$ cat src/rtl/event_resync_pkg.sv
// ---------------------------------------------------------------------------
// event_resync_pkg
// Shared definitions for the event resynchroniser:
//   mode_e      - 2-bit per-channel edge select (rise / fall / both / off)
//   edge_match  - decides whether a level transition produces an event
// ---------------------------------------------------------------------------
package event_resync_pkg;

  typedef enum logic [1:0] {
    MODE_RISE = 2'd0,
    MODE_FALL = 2'd1,
    MODE_BOTH = 2'd2,
    MODE_OFF  = 2'd3
  } mode_e;

  // A level update is a rise when the new level is 1, a fall when it is 0.
  function automatic logic edge_match(input mode_e mode, input logic new_level);
    logic match;
    unique case (mode)
      MODE_RISE: match = new_level;
      MODE_FALL: match = ~new_level;
      MODE_BOTH: match = 1'b1;
      default:   match = 1'b0;
    endcase
    return match;
  endfunction

endpackage

$ cat src/rtl/event_resync_chan.sv
// ---------------------------------------------------------------------------
// event_resync_chan
// One independent channel: DEPTH-flop synchroniser, glitch filter that only
// accepts a new level after it has been stable for max(FILTER,1) cycles,
// edge detection against the selected mode, and sticky pending/overrun flags.
//
// Ports
//   clk, rst     - clock, asynchronous active-high reset
//   sig_i        - asynchronous input
//   mode_i       - edge select for this channel
//   clr_i        - clears pending and overrun
//   level_o      - filtered synchronised level
//   pulse_o      - one-cycle event strobe, high in the cycle the level changes
//   pending_o    - sticky event flag
//   overrun_o    - sticky flag: an event arrived while pending was still set
// ---------------------------------------------------------------------------
module event_resync_chan
  import event_resync_pkg::*;
#(
  parameter int DEPTH  = 2,
  parameter int FILTER = 0
) (
  input  logic  clk,
  input  logic  rst,
  input  logic  sig_i,
  input  mode_e mode_i,
  input  logic  clr_i,
  output logic  level_o,
  output logic  pulse_o,
  output logic  pending_o,
  output logic  overrun_o
);

  // FILTER values 0 and 1 both mean "accept after one cycle".
  localparam int FLT   = (FILTER < 1) ? 1 : FILTER;
  localparam int CNT_W = (FILTER <= 1) ? 1 : $clog2(FILTER + 1);
  localparam logic [CNT_W-1:0] CNT_LAST = CNT_W'(FLT - 1);

  logic [DEPTH-1:0] sync_q;
  logic             sync_s;
  logic [CNT_W-1:0] cnt_q, cnt_d;
  logic             level_q, level_d;
  logic             pulse_q, pulse_d;
  logic             pending_q, pending_d;
  logic             overrun_q, overrun_d;
  logic             update;

  assign sync_s = sync_q[DEPTH-1];

  // NOTE: every signal driven here gets a default first, so no path leaves it
  // unassigned and no latch is inferred.
  always_comb begin
    cnt_d   = cnt_q;
    level_d = level_q;
    update  = 1'b0;
    if (sync_s == level_q) begin
      cnt_d = '0;
    end else if (cnt_q == CNT_LAST) begin
      level_d = sync_s;
      cnt_d   = '0;
      update  = 1'b1;
    end else begin
      cnt_d = cnt_q + CNT_W'(1);
    end

    // Mode is sampled at the same edge the level updates.
    pulse_d   = update & edge_match(mode_i, sync_s);
    // A pulse beats a simultaneous clear for both sticky flags.
    pending_d = (pending_q & ~clr_i) | pulse_q;
    overrun_d = (pulse_q & pending_q) | (overrun_q & ~clr_i);
  end

  // NOTE: state updates use non-blocking assignments so every flop samples
  // the pre-edge values; the sync chain is ordinary flops (not a memory) and
  // is reset with everything else, which is what turns an input held high
  // through reset into a rise event after release.
  always_ff @(posedge clk or posedge rst) begin
    if (rst) begin
      sync_q    <= '0;
      cnt_q     <= '0;
      level_q   <= 1'b0;
      pulse_q   <= 1'b0;
      pending_q <= 1'b0;
      overrun_q <= 1'b0;
    end else begin
      sync_q    <= {sync_q[DEPTH-2:0], sig_i};
      cnt_q     <= cnt_d;
      level_q   <= level_d;
      pulse_q   <= pulse_d;
      pending_q <= pending_d;
      overrun_q <= overrun_d;
    end
  end

  assign level_o   = level_q;
  assign pulse_o   = pulse_q;
  assign pending_o = pending_q;
  assign overrun_o = overrun_q;

endmodule

$ cat src/rtl/event_resync.sv
// ---------------------------------------------------------------------------
// event_resync
// WIDTH independent asynchronous event inputs, each synchronised, glitch
// filtered and edge detected; a single registered interrupt is the OR of all
// pending flags.
//
// Ports
//   clk      - clock
//   rst      - asynchronous active-high reset
//   sig      - [WIDTH]    asynchronous channel inputs
//   mode     - [2*WIDTH]  edge select, bits [2i+1:2i] for channel i
//   clr      - [WIDTH]    clear pending/overrun per channel
//   level    - [WIDTH]    filtered synchronised level
//   pulse    - [WIDTH]    one-cycle event strobe
//   pending  - [WIDTH]    sticky event flag
//   overrun  - [WIDTH]    sticky lost-event flag
//   irq      - registered OR of pending
// ---------------------------------------------------------------------------
module event_resync
  import event_resync_pkg::*;
#(
  parameter int WIDTH  = 4,
  parameter int DEPTH  = 2,
  parameter int FILTER = 0
) (
  input  logic               clk,
  input  logic               rst,
  input  logic [WIDTH-1:0]   sig,
  input  logic [2*WIDTH-1:0] mode,
  input  logic [WIDTH-1:0]   clr,
  output logic [WIDTH-1:0]   level,
  output logic [WIDTH-1:0]   pulse,
  output logic [WIDTH-1:0]   pending,
  output logic [WIDTH-1:0]   overrun,
  output logic               irq
);

  logic irq_q;

  for (genvar i = 0; i < WIDTH; i++) begin : g_chan
    event_resync_chan #(
      .DEPTH  (DEPTH),
      .FILTER (FILTER)
    ) u_chan (
      .clk       (clk),
      .rst       (rst),
      .sig_i     (sig[i]),
      .mode_i    (mode_e'(mode[2*i +: 2])),
      .clr_i     (clr[i]),
      .level_o   (level[i]),
      .pulse_o   (pulse[i]),
      .pending_o (pending[i]),
      .overrun_o (overrun[i])
    );
  end

  always_ff @(posedge clk or posedge rst) begin
    if (rst) irq_q <= 1'b0;
    else     irq_q <= |pending;
  end

  assign irq = irq_q;

endmodule
$ cat config.mk
export PLATFORM = sky130hd
export DESIGN_NAME = event_resync
export DESIGN_NICKNAME = d
export VERILOG_FILES = /design/src/rtl/event_resync_pkg.sv /design/src/rtl/event_resync_chan.sv /design/src/rtl/event_resync.sv
export SDC_FILE = /design/constraint.sdc
export NUM_CORES = 1
export LEC_CHECK = 0
export ABC_AREA = 1
export BUFFER_PORTS_ARGS = -buffer_cell sky130_fd_sc_hd__buf_2
export CAP_MARGIN = 20
export CELL_PAD_IN_SITES_DETAIL_PLACEMENT = 1
export CELL_PAD_IN_SITES_GLOBAL_PLACEMENT = 2
export CORE_ASPECT_RATIO = 0.9
export CORE_MARGIN = 4
export CORE_UTILIZATION = 28
export DETAILED_ROUTE_END_ITERATION = 6
export GPL_ROUTABILITY_DRIVEN = 1
export PLACE_DENSITY_LB_ADDON = 0.25
export SYNTH_ARGS = -nofsm -noshare
export SYNTH_HDL_FRONTEND = slang
export SYNTH_SLANG_ARGS = --single-unit
$ cat constraint.sdc
create_clock -name clk -period 1 [get_ports clk]
set_clock_uncertainty 0.1 [all_clocks]
set_input_delay 0.2 -clock clk [delete_from_list [all_inputs] [get_ports clk]]
set_output_delay 0.2 -clock clk [all_outputs]
set_load 0.005 [all_outputs]
* Yosys cells after proc, flatten, opt, wreduce, memory -nomap -nowiden *
Cells that the tools add are included.

cells by class
  bitwise gates (word level) = 40
  mux-type cells = 20
  eq/ne operators = 12
  reduce and logical (&&, ||, !) cells = 9
  add/sub/neg operators = 4

operators with widths
  cell                                            number
  bitwise AND 1 bit                               16
  two-way mux 1 bit                               16
  inverter 1 bit                                  16
  case mux 1 bit (3 select lines)                 4
  == test 2 x 1 -> 1 bit (second input constant)  4
  == test 2 bit (second input constant)           4
  logical NOT 2 bit                               4
  bitwise OR 1 bit                                8
  AND reduction 2 bit                             4
  adder 1 bit (second input constant)             4
  == test 1 bit                                   4
  OR reduction 4 bit                              1

word-level totals
  flip-flop bits (word level) = 29
  logic and storage cells = 110

* Longest topological paths before layout *
Gate-level depths: netlist (run 1).

  depth after elaboration = 3
  gate-level depth with buffers = 4
  mapped depth without buffers = 4

* By module *
A second synthesis (run 1) with hierarchy kept.

unflattened totals
  cells, all modules = 85
  area, all modules = 890.9 um^2

by module, submodules not included
  module             instances  area each (um^2)  cells an instance
  event_resync_chan  4          212.7             20
  event_resync       1          40.0              5

* Least setup slack after synthesis (run 1) *
OpenSTA, ideal clock, no wires.

  path type = register -> register
  from = register g_chan[1].u_chan.sync_q[1]
  to = register g_chan[1].u_chan.pulse_q
  arrival = 0.662 ns
  cell stages (with the launch flop) = 4
  required time = 0.829 ns
  library setup time = 0.071 ns
  path slack = 0.167 ns
  cells stage by stage = dfrtp_1 -> o21ai_0 -> nand2_1 -> nor2_1

between the ends
  cells in the longest elaborated chain, start to end = 3
  elaborated cells between the ends (all ways) = 5
  classes of those cells = eq/ne (1); mux (2); bitwise (2)

ends and longest elaborated chain
  what                                                                         RTL line                                         RTL
  from (decl)                                                                  event_resync_chan.sv:39                          logic [DEPTH-1:0] sync_q;
  from (signal assigned)                                                       event_resync_chan.sv:86                          sync_q <= {sync_q[DEPTH-2:0], sig_i};
  inverter 1 bit / == test 1 bit (equally long branches)                       event_resync_pkg.sv:21, event_resync_chan.sv:56
  case mux 1 bit (3 select lines) / two-way mux 1 bit (equally long branches)  event_resync_pkg.sv:19, event_resync_chan.sv:56
  bitwise AND 1 bit (*)                                                        event_resync_chan.sv:67                          pulse_d = update & edge_match(mode_i, sync_s);
  named net g_chan[1].u_chan.pulse_d                                           event_resync_chan.sv:43                          logic pulse_q, pulse_d;
  to (signal assigned)                                                         event_resync_chan.sv:89                          pulse_q <= pulse_d;
  to (decl)                                                                    event_resync_chan.sv:43

Mark *: on every way through the listed nets, which the timed path passes. The rest lies on a longest branch.
A chain may end at the register's enable or synchronous reset.

* Final worst setup path (run 1) *
  from = register g_chan[3].u_chan.pending_q
  to = output port pending[3]

RTL lines
  what                    RTL line                 RTL
  from (decl)             event_resync_chan.sv:44  logic pending_q, pending_d;
  from (signal assigned)  event_resync_chan.sv:90  pending_q <= pending_d;
  to (decl)               event_resync.sv:33       output logic [WIDTH-1:0] pending,

No word-level cell between the ends.

==> results of run 1 <==
per-layer routing:
metal / GRT usage [%] / up-vias
li1: - / 338
met1: 8.18 / 321
met2: 15.7 / 22
met3: 4.03 / 2
met4: 2.11 / 0
met5: 0 / -
per-stage QoR:
stage	utilization (%)	cell area [um^2]	worst slack [ns]
floorplan	-	991	0.167
global placement	32.2	1100	0.109
detailed placement	32.2	1100	0.0888
CTS	35.9	1220	-0.0997
global route	37.0	1260	-0.127
finish	37.0	1260	-0.0887
worst min path at each step:
stage,from,endpoint,cells after the start
finish,clr[1],g_chan[1].u_chan.overrun_o$_DFF_PP0_,2
global route,clr[1],g_chan[1].u_chan.overrun_o$_DFF_PP0_,2
CTS,clr[1],g_chan[1].u_chan.overrun_o$_DFF_PP0_,2
detailed placement,rst,g_chan[1].u_chan.sync_q[0]$_DFF_PP0_,3
global placement,rst,g_chan[3].u_chan.level_o$_DFFE_PP0P_,3
floorplan,rst,g_chan[0].u_chan.level_o$_DFFE_PP0P_,1
sequential cells by signal, summed over array words and instances, names as in the netlist:
signal,flops
irq,1
g_chan.u_chan.overrun_o,4
g_chan.u_chan.pulse_o,4
g_chan.u_chan.level_o,4
g_chan.u_chan.sync_q,8
g_chan.u_chan.pending_o,4
power groups by stage:
stage	sequential [mW]	clock [mW]	combinational, mW
after CTS	1.15	0.603	0.292
after global routing	1.16	0.646	0.365
after floorplan	1.16	0	0.219
final	1.15	0.570	0.318
after global placement	1.17	0	0.255
after detailed placement	1.17	0	0.261
cell usage in the layout (no fill, tap or decap):
cell and n:
dlygate4sd3_1 5, dfrtp_1 25, o22ai_1 4, buf_4 11
nand4_1 1, o21ai_0 6, clkbuf_1 1, o21ai_1 2
inv_2 1, buf_2 34, inv_1 16, nor2_1 8
nand2_1 8, clkbuf_8 3, xnor2_1 4
final cells by class:
class	count	share of cell area, %
sequential	25	49.7
timing repair buffer	50	24.1
multi-input combinational	33	13.2
inverter	17	5.07
tap	44	4.37
clock buffer	4	3.58
cell families after synthesis:
kind of cell | after synthesis
AND/OR/NAND/NOR | 17
flip-flops | 25
XOR/XNOR | 4
AO/OA/AOI/OAI | 12
buffers and inverters | 37
repair_timing:
item                                   CTS  global route
setup buffers                            4             5
gates cloned                             0             0
gates resized for setup                  0             3
setup endpoints to repair               17            19
hold buffers                             5             0
endpoints found under the hold margin   29             0
==> impl_metrics.csv, run 1 <==
group,metric,value,unit
global_routing,grt_max_degree,14,
global_routing,grt_pass1_vias,721,
route,vias_per_cell,3.95,
yosys,synthTopCellsByArea,"dfrtp_1 63%, buf_4 12%, inv_1 6.4%",
worst_setup_path,end_kind,"output pin",
worst_setup_path,crit_path_cell_trace,"buf_2",
layout,fill_cells,407,
power_and_ir_drop,p_sw_share,23.4,%
global_routing,groute.usage.overall,8.38,%
sta,setup-violations-final,17,
route,ant_nets,0,
clocking,clockBufferDepth,2,
yosys,synth_compound_area_share,6.57,%
route,wirelength,1790,um
clocking,clk-insertion-delay-late,0.26,ns
worst_setup_path,r2r-start,"g_chan[2].u_chan.pulse_o$_DFF_PP0_",
worst_setup_path,endpoint,"pending[3]",
die,die_w,70.7,um
worst_setup_path,crit_cells,1,
layout,fin_cells,173,
yosys,synth-main-ff-cell,"dfrtp_1",
yosys,ys_warn_count,0,
yosys,synth_edf_count,0,
worst_setup_path,r2r_end,"g_chan[2].u_chan.pending_o$_DFF_PP0_",
route,highest_layer,"met4",
clocking,htree_levels,1,
route,drtIter0Drc,15,
worst_setup_path,r2r_slack,0.06,ns
power_and_ir_drop,power.total,2.03,mW
worst_setup_path,start_kind,"flop",
placed_design,placed_cells,155,
worst_setup_path,cpLargestDelayFamily,"flip-flops",
global_routing,antenna_found_initial,0,
global_routing,grt_pass1_wl,3010,um
route,firstDrtPassIters,2,
yosys,synth_top_area_share,63.1,%
status,violations,"negative setup slack",
sta,fmax,919,MHz
placed_design,place_congestion,0.654,
route,drt-wirelength-per-cell,10.3,um
clocking,clkTransAtPathRegs,0.08,ns
die,dieArea,4560,um^2
sta,setup_tns,-1.12,ns
yosys,syn_avg_cell_area,10.4,um^2
die,start_util,29.1,%
sta,hold_viol,0,
worst_setup_path,critical_path.max_fanout,2,
worst_setup_path,reg2reg_depth,4,
power_and_ir_drop,power_frac_seq,56.4,%
yosys,synth-simple-area-share,6.69,%
worst_setup_path,slowest_stage,"dfrtp_1",
yosys,synthTopCellsByCount,"25 x dfrtp_1, 17 x inv_1, 16 x buf_4",
worst_setup_path,cp.arrival,0.79,ns
die,rows,20,
sta,relSlewSlack,88.7,%
route,vias,683,
placed_design,port_buffers,34,
route,dr_wl_met2,962,um
clocking,cts_num_sinks,25,
sta,finalCritPeriodShare,109,%
die,dieHeight,64.4,um
yosys,yosysSeqAreaShare,63.1,%
yosys,synth_top_family_by_area,"buffers and inverters",
sta,fin_crit,1.09,ns
layout,antenna_cells,0,
yosys,netlist_area,991,um^2
placed_design,hpwlAfterDp,1350,um
power_and_ir_drop,cellPowerDensity,1620,nW/um^2
run,drv_cap,0,
yosys,synthAdderAreaFrac,0,%
layout,multiInputGateArea,166,um^2
power_and_ir_drop,pwr-share-clk,28.0,%
worst_setup_path,worstSetupPathType,"reg -> out",
worst_setup_path,max_stage_delay,0.40,ns
worst_setup_path,cp-startpoint,"g_chan[3].u_chan.pending_o$_DFF_PP0_",
yosys,yosys.area.top_type,"dfrtp_1",
yosys,syn_nets,113,
die,fp.coreArea,3400,um^2
worst_setup_path,cp.required,0.70,ns
yosys,synth_cells,95,
global_routing,grt_overflow,0,
power_and_ir_drop,ir_worst_vdd,0.968,mV
yosys,synth-seq-cells,25,
worst_setup_path,cp_num_buf_inv,1,
yosys,muxShareOfSynthArea,0,%
hold_path,hold_path_class,"in -> reg",
layout,synthToLayoutAreaGrowth,27.0,%
layout,layout.nets,148,
sta,rsz0062_at_grt,"true",
sta,fin_hold_ws,0.0343,ns
sta,postLayoutSetupSlackWorst,-0.0887,ns
layout,drive_above_1_share,38.0,%
layout,seqCellArea,626,um^2
power_and_ir_drop,p_sw,477,uW
status,status,"finished with violations",
yosys,synth_most_common_cell,"dfrtp_1",
yosys,synthXorXnorAreaFrac,3.54,%
die,io_pins,35,
sta,maxSlewViolCount,0,
power_and_ir_drop,power.internal,1.56,mW
sta,worstMarginPinSlew,0.169,ns
clocking,cts_buffers,3,
route,m1WireLength,657,um
yosys,synth_cell_type_count,10,
route,dr_wl_met3,152,um
power_and_ir_drop,pwr-share-comb,15.6,%
yosys,synthArstFlopShare,100,%
power_and_ir_drop,total_leakage_power,0.667,nW
route,remaining_drc_errors,0,
clocking,cts_tree,"done",
clocking,cts_root_buf,"clkbuf_8",
(Power assumes the default switching activity.)
==> run 2, diff against run 1 <==
--- a/config.mk
+++ b/config.mk
@@ -5,14 +5,14 @@
 export SDC_FILE = /design/constraint.sdc
 export NUM_CORES = 1
 export LEC_CHECK = 0
-export ABC_AREA = 1
+export ABC_AREA = 0
 export BUFFER_PORTS_ARGS = -buffer_cell sky130_fd_sc_hd__buf_2
 export CAP_MARGIN = 20
 export CELL_PAD_IN_SITES_DETAIL_PLACEMENT = 1
 export CELL_PAD_IN_SITES_GLOBAL_PLACEMENT = 2
 export CORE_ASPECT_RATIO = 0.9
 export CORE_MARGIN = 4
-export CORE_UTILIZATION = 28
+export CORE_UTILIZATION = 30
 export DETAILED_ROUTE_END_ITERATION = 6
 export GPL_ROUTABILITY_DRIVEN = 1
 export PLACE_DENSITY_LB_ADDON = 0.25
==> impl_metrics.csv, run 2 <==
group,metric,value,unit
status,status,"finished with violations",
yosys,synth_compound_area_share,8.82,%
clocking,cts_root_buf,"clkbuf_4",
die,dieArea,4240,um^2
placed_design,port_buffers,34,
clocking,cts_num_sinks,25,
route,drt-wirelength-per-cell,12.1,um
global_routing,groute.usage.overall,10.4,%
yosys,synth_top_family_by_area,"buffers and inverters",
layout,final_cell_mix,"30 x buf_2, 25 x dfrtp_1, 16 x buf_4",
yosys,synth-main-ff-cell,"dfrtp_1",
yosys,synthTopCellsByArea,"dfrtp_1 64%, buf_4 12%, a22o_1 4.5%",
clocking,cts_tree,"done",
run,drv_cap,0,
layout,layout.nets,143,
layout,synthToLayoutAreaGrowth,44.2,%
sta,rsz0062_at_grt,"true",
yosys,synth_cells,75,
yosys,ys_warn_count,0,
worst_setup_path,worstSetupPathType,"reg -> out",
sta,fmax,795,MHz
route,firstDrtPassIters,2,
sta,setup-violations-final,25,
power_and_ir_drop,total_leakage_power,0.762,nW
layout,antenna_cells,0,
yosys,synthTopCellsByCount,"25 x dfrtp_1, 16 x buf_4, 5 x a22o_1, 5 x inv_1",
yosys,muxShareOfSynthArea,0,%
worst_setup_path,cp.required,0.70,ns
yosys,syn_avg_cell_area,13.0,um^2
layout,layout_commonest_cell,"buf_2",
placed_design,place_congestion,0.645,
clocking,cts_buffers,3,
worst_setup_path,critical_path.max_fanout,2,
power_and_ir_drop,cellPowerDensity,1430,nW/um^2
layout,drive_above_1_share,51.6,%
route,ant_nets,0,
hold_path,hold_path_class,"in -> reg",
layout,fill_cells,344,
yosys,netlist_area,978,um^2
route,wirelength,2010,um
sta,finalCritPeriodShare,126,%
clocking,htree_levels,1,
global_routing,grt_pass1_vias,755,
yosys,synth_top_area_share,63.9,%
die,dieHeight,62.2,um
power_and_ir_drop,pwr-share-clk,21.4,%
yosys,synthAdderAreaFrac,0,%
layout,regMostFlops,"g_chan.u_chan.sync_q",
layout,final_core_util,45.7,%
yosys,synth_cell_type_count,17,
die,start_util,31.7,%
power_and_ir_drop,p_sw_share,23.4,%
die,die_w,68.2,um
yosys,synth_most_common_cell,"dfrtp_1",
global_routing,grt_max_degree,26,
route,vias_per_cell,4.28,
layout,multiInputGateArea,201,um^2
layout,largest_register_ff_count,8,
layout,seqCellArea,626,um^2
yosys,syn_nets,93,
power_and_ir_drop,power.total,2.02,mW
sta,postLayoutSetupSlackWorst,-0.258,ns
die,io_pins,35,
sta,maxSlewViolCount,0,
sta,fin_crit,1.26,ns
worst_setup_path,cp.arrival,0.96,ns
route,vias,710,
power_and_ir_drop,power_frac_seq,56.2,%
yosys,yosysSeqAreaShare,63.9,%
yosys,synth-simple-area-share,8.31,%
power_and_ir_drop,ir_worst_vdd,0.886,mV
yosys,synthXorXnorAreaFrac,2.69,%
global_routing,grt_overflow,0,
worst_setup_path,end_kind,"output pin",
yosys,synth-seq-cells,25,
route,remaining_drc_errors,0,
power_and_ir_drop,power.internal,1.55,mW
sta,worstMarginPinSlew,0.157,ns
status,violations,"negative setup slack",
clocking,clk-insertion-delay-late,0.31,ns
global_routing,antenna_found_initial,0,
yosys,synthArstFlopShare,100,%
sta,relSlewSlack,89.5,%
global_routing,grt_pass1_wl,3340,um
worst_setup_path,start_kind,"flop",
die,rows,19,
clocking,clkTransAtPathRegs,0.13,ns
die,fp.coreArea,3090,um^2
yosys,yosys.area.top_type,"dfrtp_1",
placed_design,hpwlAfterDp,1340,um
sta,hold_viol,0,
power_and_ir_drop,p_sw,473,uW
power_and_ir_drop,pwr-share-comb,22.4,%
clocking,clockBufferDepth,2,
yosys,synth_edf_count,0,
route,drtIter0Drc,7,
run 2: cell count changes after synthesis, moves of 2 or more:
cell      delta
nor2_1       -7
nand2_1      -8
o21ai_0      -8
xnor2_1      -2
o22ai_1      -2
a22o_1       +5
and4bb_1     +2
nand2b_1     +4
inv_1       -12
a21o_1       +4
run 2: final timing paths:
check	from	slack, ns	cells after the start	endpoint
max in group asynchronous	rst	0.31	4	g_chan[0].u_chan.pulse_o$_DFF_PP0_
worst max register to register	g_chan[3].u_chan.pending_o$_DFF_PP0_	-0.25	2	irq$_DFF_PP0_
worst max-delay path	g_chan[2].u_chan.pending_o$_DFF_PP0_	-0.26	2	pending[2]
worst min-delay path	mode[6]	0.07	3	g_chan[3].u_chan.pulse_o$_DFF_PP0_
min in group asynchronous	rst	0.34	4	g_chan[0].u_chan.sync_q[0]$_DFF_PP0_
worst min register to register	g_chan[0].u_chan.sync_q[0]$_DFF_PP0_	0.27	0	g_chan[0].u_chan.sync_q[1]$_DFF_PP0_
run 2: power groups by stage:
stage	Combinational [mW]	Sequential (mW)	Clock [mW]
floorplan	0.181	1.15	0
global placement	0.256	1.15	0
detailed placement	0.261	1.16	0
CTS	0.392	1.13	0.459
global route	0.498	1.15	0.518
finish	0.454	1.14	0.432
run 2: what timing repair did:
action | in CTS | in global routing
gates resized for setup | 8 | 6
pin swaps | 1 | 8
hold buffers | 5 | 0
buffers inserted | 13 | 11
endpoints found under the setup margin | 19 | 28
endpoints found under the hold margin | 29 | 0
run 2: critical path: stages, from the launching register on:
cell	delay (ns)
dfrtp_1	0.42
buf_6	0.13
buf_6	0.10
run 2: through the flow:
step | cells | setup TNS (ns) | area, um^2 | hold slack, ns | worst slack, ns
global placement | 136 | -0.222 | 1110 | 0.134 | -0.134
CTS | 158 | -3.54 | 1330 | 0.0579 | -0.251
finish | 166 | -3.48 | 1410 | 0.0743 | -0.258
detailed placement | 136 | -0.269 | 1110 | 0.154 | -0.165
floorplan | 75 | -0.234 | 978 | 0.127 | -0.123
global route | 166 | -4.89 | 1410 | 0.0589 | -0.325
run 2: final cells by class:
type	count	area share [%]
Sequential cell	25	44.3
Multi-Input combinational cell	25	14.3
Timing Repair Buffer	65	34.5
Clock buffer	4	1.86
Inverter	5	1.33
Tap cell	42	3.72
run 2: per-layer routing:
metal  share of wire, %  wire length [um]  track usage (%)  vias up
li1                   -                 -                -      330
met2                 56              1120             18.8       26
met4               0.85                17             2.98        0
met3                8.0               161             4.32        2
met1                 35               703             10.5      352
met5                  0                 0                0        -
run 2: logic make-up (layout without fill, tap and decap cells):
kind of cell / after synthesis / count (layout)
xor gates and xnor gates: 3 / 3
DFF: 25 / 25
and+or+nand+nor: 11 / 11
buffers and inverters: 25 / 74
AOI/OAI and AO/OA: 11 / 11
